[src/rtl/tx_pkg.sv]
// Shared types and constants for the transmit framer / PSK mapper.
// The TX_SCRAMBLER_EN build uses the LFSR helpers below.
package tx_pkg;

  typedef enum logic [2:0] {
    ST_IDLE,
    ST_PREAMBLE,
    ST_SYNC,
    ST_PAYLOAD,
    ST_TAIL
  } tx_state_t;

  localparam logic [15:0] SYNC_WORD   = 16'hF3A5;
  localparam logic [7:0]  FILLER_BYTE = 8'h55;

  // x^7 + x^4 + 1: feedback taken from register bits 6 and 3
  localparam logic [6:0]  LFSR_SEED   = 7'h7F;
  localparam logic [6:0]  LFSR_TAPS   = 7'h48;

  localparam logic MODE_BPSK = 1'b0;
  localparam logic MODE_QPSK = 1'b1;

  function automatic logic lfsr_out(input logic [6:0] s);
    return ^(s & LFSR_TAPS);
  endfunction

  function automatic logic [6:0] lfsr_step(input logic [6:0] s);
    return {s[5:0], lfsr_out(s)};
  endfunction

endpackage

[src/rtl/tx_frame_modulator_mapper.sv]
// Combinational BPSK / Gray-QPSK symbol mapper to signed 12-bit I/Q.
module tx_symbol_mapper
  import tx_pkg::*;
#(
  parameter logic signed [11:0] AMP_BPSK = 12'sd2000,
  parameter logic signed [11:0] AMP_QPSK = 12'sd1414
) (
  input  logic               mode,
  input  logic               bit_hi,
  input  logic               bit_lo,
  input  logic               zero,
  output logic signed [11:0] sym_i,
  output logic signed [11:0] sym_q
);

  always_comb begin
    sym_i = '0;
    sym_q = '0;
    if (!zero) begin
      if (mode == MODE_QPSK) begin
        sym_i = bit_hi ? AMP_QPSK : -AMP_QPSK;
        sym_q = bit_lo ? AMP_QPSK : -AMP_QPSK;
      end else begin
        sym_i = bit_hi ? AMP_BPSK : -AMP_BPSK;
      end
    end
  end

endmodule

[src/rtl/tx_frame_modulator.sv]
// Framer (preamble, sync, payload, tail) and symbol-rate PSK modulator.
// Optional payload scrambling is built when TX_SCRAMBLER_EN is defined.
module tx_frame_modulator
  import tx_pkg::*;
#(
  parameter int                 SYM_DIV       = 16,
  parameter int                 PREAMBLE_BITS = 32,
  parameter int                 TAIL_SYMS     = 8,
  parameter logic signed [11:0] AMP_BPSK      = 12'sd2000,
  parameter logic signed [11:0] AMP_QPSK      = 12'sd1414
) (
  input  logic               clk_16M384,
  input  logic               rst_16M384,
  input  logic [3:0]         MODE_CTRL,
  input  logic [7:0]         s_tdata,
  input  logic               s_tvalid,
  input  logic               s_tlast,
  output logic               s_tready,
  output logic signed [11:0] TX_I,
  output logic signed [11:0] TX_Q,
  output logic               sym_strobe,
  output logic               Tx_1bit,
  output logic               Tx_busy,
  output logic               frame_done,
  output logic               underrun
);

  localparam int DIV_W = (SYM_DIV > 1) ? $clog2(SYM_DIV) : 1;
  localparam int CNT_W = 8;

  logic [DIV_W-1:0]   div;
  logic               tick;
  tx_state_t          state, nxt_state;
  logic [CNT_W-1:0]   cnt, nxt_cnt;
  logic [CNT_W-1:0]   pre_last, sync_last, byte_last, tail_last;
  logic [CNT_W:0]     sync_shamt;
  logic [15:0]        sync_sh;
  logic               frame_mode, mode;
  logic               hold_full, hold_last;
  logic [7:0]         hold_data;
  logic [7:0]         sreg, src, nxt_sreg;
  logic               sreg_last;
  logic               load, done, zero, raw_hi, raw_lo, pay_sym;
  logic               scr_hi, scr_lo, b_hi, b_lo;
  logic               accept;
  logic signed [11:0] map_i, map_q;
  logic               unused_mode;

  assign unused_mode = ^MODE_CTRL[3:1];

  assign tick     = (div == DIV_W'(SYM_DIV - 1));
  // Mode is sampled live only while idle, so the first preamble symbol already uses it
  assign mode     = (state == ST_IDLE) ? MODE_CTRL[0] : frame_mode;
  assign s_tready = !hold_full && (state != ST_TAIL);
  assign accept   = s_tvalid && s_tready;

  assign pre_last  = (mode == MODE_QPSK) ? CNT_W'(PREAMBLE_BITS / 2 - 1) : CNT_W'(PREAMBLE_BITS - 1);
  assign sync_last = (mode == MODE_QPSK) ? CNT_W'(7) : CNT_W'(15);
  assign byte_last = (mode == MODE_QPSK) ? CNT_W'(3) : CNT_W'(7);
  assign tail_last = CNT_W'(TAIL_SYMS - 1);

  always_comb begin
    nxt_state  = state;
    nxt_cnt    = cnt + 1'b1;
    load       = 1'b0;
    done       = 1'b0;
    raw_hi     = 1'b0;
    raw_lo     = 1'b0;
    zero       = 1'b1;
    case (state)
      ST_IDLE: begin
        nxt_cnt = '0;
        if (hold_full) nxt_state = ST_PREAMBLE;
      end
      ST_PREAMBLE: if (cnt == pre_last) begin
        nxt_state = ST_SYNC;
        nxt_cnt   = '0;
      end
      ST_SYNC: if (cnt == sync_last) begin
        nxt_state = ST_PAYLOAD;
        nxt_cnt   = '0;
        load      = 1'b1;
      end
      ST_PAYLOAD: if (cnt == byte_last) begin
        nxt_cnt = '0;
        if (sreg_last) nxt_state = ST_TAIL;
        else           load      = 1'b1;
      end
      ST_TAIL: if (cnt == tail_last) begin
        nxt_state = ST_IDLE;
        nxt_cnt   = '0;
        done      = 1'b1;
      end
      default: begin
        nxt_state = ST_IDLE;
        nxt_cnt   = '0;
      end
    endcase

    // Symbol for the period that starts at this tick
    src        = load ? (hold_full ? hold_data : FILLER_BYTE) : sreg;
    nxt_sreg   = (mode == MODE_QPSK) ? {src[5:0], 2'b00} : {src[6:0], 1'b0};
    sync_shamt = (mode == MODE_QPSK) ? {nxt_cnt, 1'b0} : {1'b0, nxt_cnt};
    sync_sh    = SYNC_WORD << sync_shamt;
    case (nxt_state)
      ST_PREAMBLE: begin
        raw_hi = ~nxt_cnt[0];
        raw_lo = ~nxt_cnt[0];
        zero   = 1'b0;
      end
      ST_SYNC: begin
        raw_hi = sync_sh[15];
        raw_lo = sync_sh[14];
        zero   = 1'b0;
      end
      ST_PAYLOAD: begin
        raw_hi = src[7];
        raw_lo = src[6];
        zero   = 1'b0;
      end
      default: ;
    endcase
  end

  assign pay_sym = (nxt_state == ST_PAYLOAD);

`ifdef TX_SCRAMBLER_EN
  logic       seed;
  logic [6:0] lfsr, lfsr_cur, lfsr_mid, lfsr_nxt;

  assign seed     = (state == ST_SYNC) && (nxt_state == ST_PAYLOAD);
  assign lfsr_cur = seed ? LFSR_SEED : lfsr;
  assign lfsr_mid = lfsr_step(lfsr_cur);
  assign scr_hi   = lfsr_out(lfsr_cur);
  assign scr_lo   = (mode == MODE_QPSK) ? lfsr_out(lfsr_mid) : 1'b0;
  assign lfsr_nxt = (mode == MODE_QPSK) ? lfsr_step(lfsr_mid) : lfsr_mid;

  always_ff @(posedge clk_16M384 or negedge rst_16M384) begin
    if (!rst_16M384)               lfsr <= '0;
    else if (tick && pay_sym)      lfsr <= lfsr_nxt;
  end
`else
  assign scr_hi = 1'b0;
  assign scr_lo = 1'b0;
`endif

  assign b_hi = raw_hi ^ (scr_hi & pay_sym);
  assign b_lo = raw_lo ^ (scr_lo & pay_sym);

  tx_symbol_mapper #(
    .AMP_BPSK (AMP_BPSK),
    .AMP_QPSK (AMP_QPSK)
  ) u_mapper (
    .mode   (mode),
    .bit_hi (b_hi),
    .bit_lo (b_lo),
    .zero   (zero),
    .sym_i  (map_i),
    .sym_q  (map_q)
  );

  always_ff @(posedge clk_16M384 or negedge rst_16M384) begin
    if (!rst_16M384) begin
      div        <= '0;
      sym_strobe <= 1'b0;
      state      <= ST_IDLE;
      cnt        <= '0;
      frame_mode <= MODE_BPSK;
      hold_full  <= 1'b0;
      hold_last  <= 1'b0;
      sreg_last  <= 1'b0;
      TX_I       <= '0;
      TX_Q       <= '0;
      Tx_1bit    <= 1'b0;
      Tx_busy    <= 1'b0;
      frame_done <= 1'b0;
      underrun   <= 1'b0;
    end else begin
      div        <= tick ? '0 : div + 1'b1;
      sym_strobe <= tick;
      frame_done <= 1'b0;
      underrun   <= 1'b0;
      if (accept) begin
        hold_full <= 1'b1;
        hold_last <= s_tlast;
      end else if (tick && load && hold_full) begin
        hold_full <= 1'b0;
      end
      if (tick) begin
        state      <= nxt_state;
        cnt        <= nxt_cnt;
        if (state == ST_IDLE) frame_mode <= MODE_CTRL[0];
        if (load) begin
          sreg_last <= hold_full & hold_last;
          underrun  <= !hold_full;
        end
        TX_I       <= map_i;
        TX_Q       <= map_q;
        Tx_1bit    <= b_hi & ~zero;
        Tx_busy    <= (nxt_state != ST_IDLE);
        frame_done <= done;
      end
    end
  end

  // Data-only registers: their contents are qualified by hold_full / state
  always_ff @(posedge clk_16M384) begin
    if (accept)             hold_data <= s_tdata;
    if (tick && pay_sym)    sreg      <= nxt_sreg;
  end

endmodule
[config.mk]
export PLATFORM = sky130hd
export DESIGN_NAME = tx_frame_modulator
export DESIGN_NICKNAME = d
export VERILOG_FILES = /design/src/rtl/tx_pkg.sv /design/src/rtl/tx_frame_modulator_mapper.sv /design/src/rtl/tx_frame_modulator.sv
export SDC_FILE = /design/constraint.sdc
export NUM_CORES = 1
export LEC_CHECK = 0
export BUFFER_PORTS_ARGS = -buffer_cell sky130_fd_sc_hd__buf_4
export CAP_MARGIN = 15
export CORE_MARGIN = 5
export CORE_UTILIZATION = 40
export CTS_CLUSTER_DIAMETER = 100
export DETAILED_ROUTE_END_ITERATION = 10
export SLEW_MARGIN = 0
export SYNTH_ARGS = -nofsm -noshare
export SYNTH_HDL_FRONTEND = slang
export SYNTH_SLANG_ARGS = --single-unit
[constraint.sdc]
create_clock -name clk_16M384 -period 5 [get_ports clk_16M384]
set_input_delay 0.25 -clock clk_16M384 [delete_from_list [all_inputs] [get_ports clk_16M384]]
set_output_delay 0.25 -clock clk_16M384 [all_outputs]
set_load 0.02 [all_outputs]
==> metrics.yaml, run 1 <==
outcome: "completed"
synth_top_area_share_pct: 28.6
synth_top_family_by_area: "simple AND/OR/NAND/NOR gates"
synth_most_common_cell: "nand2_1"
cp-start-kind: "register"
vias_per_cell: 5.18
row_count: 30
tightest_slew_ns: 0.747
yosysTopAreaCell: "dfrtp_1"
stdcell_area_sq_mm: 0.00313
grt_max_degree: 33
grt_use_total_pct: 14.0
nFillCells: 625
ios: 46
grtUsageMet2_pct: 21.7
clock_skew_ns: 0.00654
start_util_pct: 41.3
synth_flop_cell: "dfrtp_1"
period_minus_slack_ns: 3.37
area_growth_pct: 11.6
grt_pass1_wl_um: 9930
ir_worst_vdd_mv: 0.153
regToRegSetupSlack_ns: 1.63
wl_per_cell_um: 14.8
syn_inst: 289
coreArea_sq_mm: 0.00679
hp-class: "in -> reg"
die_w_um: 93.7
crit_start: "state[0]"
period_share_pct: 67.3
synthAdderAreaFrac_pct: 2.68
ctsLongestPathBuffers: 2
die_h_um: 93.7
report.final.slew_viol_count: 0
cts_max_level: 2
dp_cells: 394
rsz0062_at_grt: "false"
clk_pin_slew_worst_paths_ns: 0.09
post-cts-setup-buffers: 0
grt_use_met1_pct: 19.5
use_met3_pct: 2.96
grt-busiest-layer: "met2"
stdcell_count: 404
cts_made_buffers: 5
crit_type: "reg -> reg"
pwr-share-comb_pct: 16.5
pwr-share-clk_pct: 29.1
grt_overflow: 0
placed_cell_area_sq_mm: 0.00303
hp-start: "s_tdata[4]"
crit_required_ns: 5.21
synth_mux_area_share_pct: 3.26
synth_area_leaders: "dfrtp_1 (29%), edfxtp_1 (16%), nand2_1 (6.2%)"
critPathMaxFanout: 16
max_freq_ghz: 0.297
cts_tree: "built"
power.switching_w: 0.000224
ys_types: 67
fin_tns_setup_ns: 0
drv_cap: 0
syn_area_sq_mm: 0.00280
nets: 329
drt-total-wl_um: 5970
synthXorXnorAreaFrac_pct: 2.50
routabilityCongestion: 0.835
synth-compound-area-share_pct: 16.8
ys_async_sr_fraction_pct: 68.1
synth_edf_count: 15
place.detailed.hpwl_um: 4220
clock_latency_ns: 0.30
pwr-share-seq_pct: 54.4
cts_sinks: 47
slew_headroom_pct: 49.9
detail-route-antenna-nets: 0
power.density_mw_per_mm2: 253
drc: 0
yosys.area_share.simple_pct: 20.8
p_int_w: 0.000568
leakagePower_nw: 1.36
arrival_ns: 3.58
layout-drive-gt1-share_pct: 21.8
dieArea_sq_mm: 0.00878
n_antenna_cell: 0
vias: 2091
ys_ff_latch: 47
clockRootBuffer: "clkbuf_8"
grt_pass1_vias: 2020
yosysSeqAreaShare_pct: 44.6
p_sw_share_pct: 28.3
hold_viol: 0
drt_iter0_drc: 113
synth-warning-count: 0
regToRegStartpoint: "state[0]"
yosys-top-cells-count: "nand2_1 (46), dfrtp_1 (32), buf_4 (18)"
portBuffers: 40
crit_path_end_kind: "register"
grt_antenna_before_repair: 0
avgSynthCellArea_sq_um: 9.70
setup_violations: 0
firstDrtPassIters: 4
## power by group through the flow
| stage | clock (W) | combinational, W | sequential, W |
|---|---|---|---|
| after global routing | 0.000258 | 0.000143 | 0.000434 |
| after CTS | 0.000239 | 0.000133 | 0.000431 |
| after detailed placement | 0 | 0.000132 | 0.000439 |
| after global placement | 0 | 0.000130 | 0.000439 |
| after floorplan | 0 | 0.0000851 | 0.000444 |
| final | 0.000231 | 0.000131 | 0.000431 |
## area by class of cell
type	instances	area (sq um)	share of cell area, %
multi-input combinational	197	1300	41.5
clock inverter	3	18.8	0.600
inverter	13	48.8	1.56
clock buffer	5	68.8	2.20
sequential	47	1250	40.0
timing repair buffer	43	323	10.3
tap	96	120	3.84
## registers in the layout, indices dropped and copies added (netlist names), 2 cells and up
name       flops
TX_I           7
cnt            8
state          3
div            4
hold_data      8
TX_Q           2
sreg           7
## worst paths after layout
| check | endpoint | cells past startpoint |
|---|---|---|
| max reg2reg | TX_I[4] | 10 |
| max in group asynchronous | cnt[3] | 2 |
| max | TX_I[4] | 10 |
| min | hold_data[4] | 1 |
| min in group asynchronous | state[2] | 2 |
| min reg2reg | div[0] | 1 |
## cells by family after synthesis
kind of cell / count (synthesis)
AO/OA/AOI/OAI: 64
other: 1
AND/OR/NAND/NOR: 108
XOR/XNOR: 8
buffers and inverters: 46
multiplexers: 9
adder cells (fa/ha/maj): 6
flip-flops: 47
## metal layers
layer | wire length (um) | vias up | share of wire (%)
met5 | 0 | - | 0
met4 | 36 | 0 | 0.60
met3 | 203 | 2 | 3.4
met2 | 2830 | 35 | 47
met1 | 2910 | 1011 | 49
li1 | - | 1043 | -
## cells in the final DEF, fill, tap and decap left out, types with 3 or more instances in the layout
cell type | synthesis | routed
mux2i_1 | 8 | 8
a31oi_1 | 9 | 9
dfrtp_1 | 32 | 32
o21ai_1 | 5 | 5
and3_1 | 3 | 3
a21oi_1 | 3 | 3
nand3_1 | 7 | 7
o21ai_0 | 16 | 16
ha_1 | 6 | 6
nor3_1 | 4 | 4
edfxtp_1 | 15 | 15
xor2_1 | 6 | 6
nand2b_1 | 5 | 5
clkbuf_8 | 0 | 5
nand2_1 | 46 | 46
nor2_1 | 17 | 17
inv_1 | 13 | 13
buf_4 | 18 | 41
o31ai_1 | 6 | 6
## per-stage QoR
step                      utilization, %  setup WS [ns]  hold WS (ns)  total power, W
after CTS                           46.0           1.65         0.115        0.000803
after global placement              44.5           1.70         0.222        0.000568
after floorplan                        -           2.11       -0.0456        0.000529
after detailed placement            44.5           1.63         0.227        0.000571
after global routing                46.1           1.37        0.0993        0.000835
final                               46.1           1.63         0.122        0.000793
## worst max-delay path, stage by stage (launching register included)
cell,delay (ns)
dfrtp_1,0.54
o31a_1,0.39
o21ai_1,0.26
nand3_2,0.17
o31ai_4,0.62
nor2_1,0.08
a311o_1,0.35
a32oi_2,0.32
inv_1,0.11
ha_1,0.21
o31ai_1,0.22
## what timing repair did
item | 4_1_cts | 5_1_grt
endpoints found under the hold margin | 32 | 0
gates resized for setup | 0 | 0
hold buffers | 1 | 0
No activity file was read; power rests on OpenSTA's default activity.
==> inputs of run 2 (changes only) <==
==> constraint.sdc (replaced) <==
create_clock -name clk_16M384 -period 3.4 [get_ports clk_16M384]
set_input_delay 0.17 -clock clk_16M384 [delete_from_list [all_inputs] [get_ports clk_16M384]]
set_output_delay 0.17 -clock clk_16M384 [all_outputs]
set_load 0.02 [all_outputs]
==> run 2 against run 1 <==
Against the previous run:
- worst setup slack got worse by 1.4 ns
- global-route usage rose by 0.88 points
- clock power rose by 79%
- die area did not move
- sequential share of layout area fell by 1.3 points
- sequential power rose by 47%
- largest cell class unchanged
- clock skew rose by 0.0022 ns
- total power rose by 57%
- critical path depth did not move
- routed wire length rose by 2.9%
- fmax rose by 7.4%
- hold slack got worse by 0.079 ns
==> metrics.yaml, run 2 (same netlist as run 1, synthesis figures left out) <==
reg2reg_depth: 10  # unchanged
leakagePower_nw: 1.42  # +4.3%
ir_worst_vdd_mv: 0.217  # +42%
crit_required_ns: 3.60  # -1.61 ns
multi_input_area_sq_mm: 0.00131  # +0.48%
clock_latency_ns: 0.30  # about the same
drt_iter0_drc: 87  # -23%
nets: 339  # +3.0%
layout-drive-gt1-share_pct: 24.2  # +2.5 points
critPathMaxFanout: 8  # -8
path_cells: "ha_1, and3_1, nand2_1, or4b_4, a221o_1, a211oi_2, o211a_1, a32oi_2, ha_1, o31ai_1"
grt_pass1_wl_um: 10400  # +5.0%
cts_max_level: 2  # unchanged
final_cell_mix: "buf_4 (52), nand2_1 (46), dfrtp_1 (32), nor2_1 (17), o21ai_0 (16)"
area_growth_pct: 15.4
placed_cell_area_sq_mm: 0.00311  # +2.7%
clockRootBuffer: "clkbuf_8"
nFillCells: 637  # +1.9%
period_share_pct: 92.2  # +25 points
dieArea_sq_mm: 0.00878  # unchanged
firstDrtPassIters: 5  # +1
start_util_pct: 41.3  # unchanged
arrival_ns: 3.34  # -0.24 ns
slew_headroom_pct: 63.1  # +13 points
cts_made_buffers: 5  # unchanged
ios: 46  # unchanged
power.density_mw_per_mm2: 384  # +52%
final_common_cell: "buf_4"
hp-class: "in -> reg"
seqCellArea_sq_mm: 0.00125  # unchanged
fin_tns_setup_ns: 0  # unchanged
ctsLongestPathBuffers: 2  # unchanged
stdcell_area_sq_mm: 0.00324  # +3.4%
critPathTopFamily: "compound AO/OA/AOI/OAI gates"
rsz0062_at_grt: "false"
cp-start-kind: "register"
hold_viol: 0  # unchanged
wl_per_cell_um: 14.8  # +0.40%
report.final.slew_viol_count: 0  # unchanged
die_h_um: 93.7  # unchanged
max_freq_ghz: 0.319  # +7.4%
n_antenna_cell: 0  # unchanged
vias_per_cell: 5.12  # -1.1%
critPathBufInv: 0  # -1
clock_skew_ns: 0.00870  # +0.00216 ns
top_regs: "cnt: 8 flops, hold_data: 8 flops"
detail-route-antenna-nets: 0  # unchanged
crit_path_end_kind: "register"
coreArea_sq_mm: 0.00679  # unchanged
drt-total-wl_um: 6140  # +2.9%
grt_use_total_pct: 14.9  # +0.88 points
cts_tree: "built"
tightest_slew_ns: 0.553  # -0.194 ns
cp.depth: 10  # unchanged
crit_top_cell: "ha_1"
grt_pass1_vias: 2124  # +5.1%
drv_cap: 0  # unchanged
drc: 0  # unchanged
holdPathStages: 1  # unchanged
cts_sinks: 47  # unchanged
grt_max_degree: 33  # unchanged
clk_pin_slew_worst_paths_ns: 0.09  # about the same
post-cts-setup-buffers: 0  # unchanged
grt_overflow: 0  # unchanged
row_count: 30  # unchanged
vias: 2120  # +1.4%
die_w_um: 93.7  # unchanged
period_minus_slack_ns: 3.14  # -0.231 ns
grt_antenna_before_repair: 0  # unchanged
setup_violations: 0  # unchanged
cpPeakStageDelay_ns: 0.56  # -0.06 ns
portBuffers: 40  # unchanged
place.detailed.hpwl_um: 4450  # +5.5%
crit_type: "reg -> reg"
outcome: "completed"
slowest_stage: "or4b_4"
routabilityCongestion: 0.861  # +3.1%
## run 2: metal layers
metal  vias to the layer above  part of all wire, %  global-route usage (%)
li1                       1061                    -                       -
met1                      1022                   48                    21.2
met2                        35                   49                    24.0
met3                         2                  2.6                    1.92
met4                         0                 0.50                    3.61
met5                         -                    0                       0
## run 2: worst paths after layout
kind                            start      endpoint  slack (ns)
max                            cnt[0]       TX_I[9]        0.26
min                        s_tdata[2]  hold_data[2]        0.04
max reg2reg                    cnt[0]       TX_I[9]        0.26
min reg2reg                    div[3]        div[3]        0.49
max in group asynchronous  rst_16M384       Tx_busy        2.75
min in group asynchronous  rst_16M384        cnt[4]        0.34
## run 2: repair_timing
item                       4_1_cts  5_1_grt
setup endpoints to repair        0        4
hold buffers                     1        0
gates resized for setup          0        1
hold endpoints to repair        32        0
## run 2: area by class of cell
cell class	instances	area share, %
multi-input cells	197	40.3
clock buffers	5	2.13
clock inverters	3	1.31
inverters	13	1.51
well taps	96	3.71
repair buffers	53	12.4
flip-flops and latches	47	38.7
## run 2: worst register-to-register path, delay by kind of cell, from the launching register on
kind	cells	cell delay, ns
DFF	1	0.49
adders and majority gates	2	0.64
AOI/OAI and AO/OA	5	1.09
and+or+nand+nor	3	0.85
## run 2: through the flow
stage	util [%]	cells	hold WS (ns)	total power, W	setup slack [ns]
floorplan	-	290	-0.126	0.000778	0.511
global placement	45.8	405	0.145	0.000841	0.344
detailed placement	45.8	405	0.149	0.000845	0.314
CTS	47.6	414	0.0352	0.00126	0.257
global route	47.6	414	0.0275	0.00130	0.0263
finish	47.6	414	0.0428	0.00124	0.264
## run 2: where the power goes
part	leakage (nW)	internal (W)	switching [W]	total, W
Sequential	0.536	0.000608	0.0000261	0.000635
Combinational	0.828	0.0000862	0.000110	0.000196
Clock	0.0562	0.000219	0.000194	0.000413
Total	1.42	0.000914	0.000330	0.00124
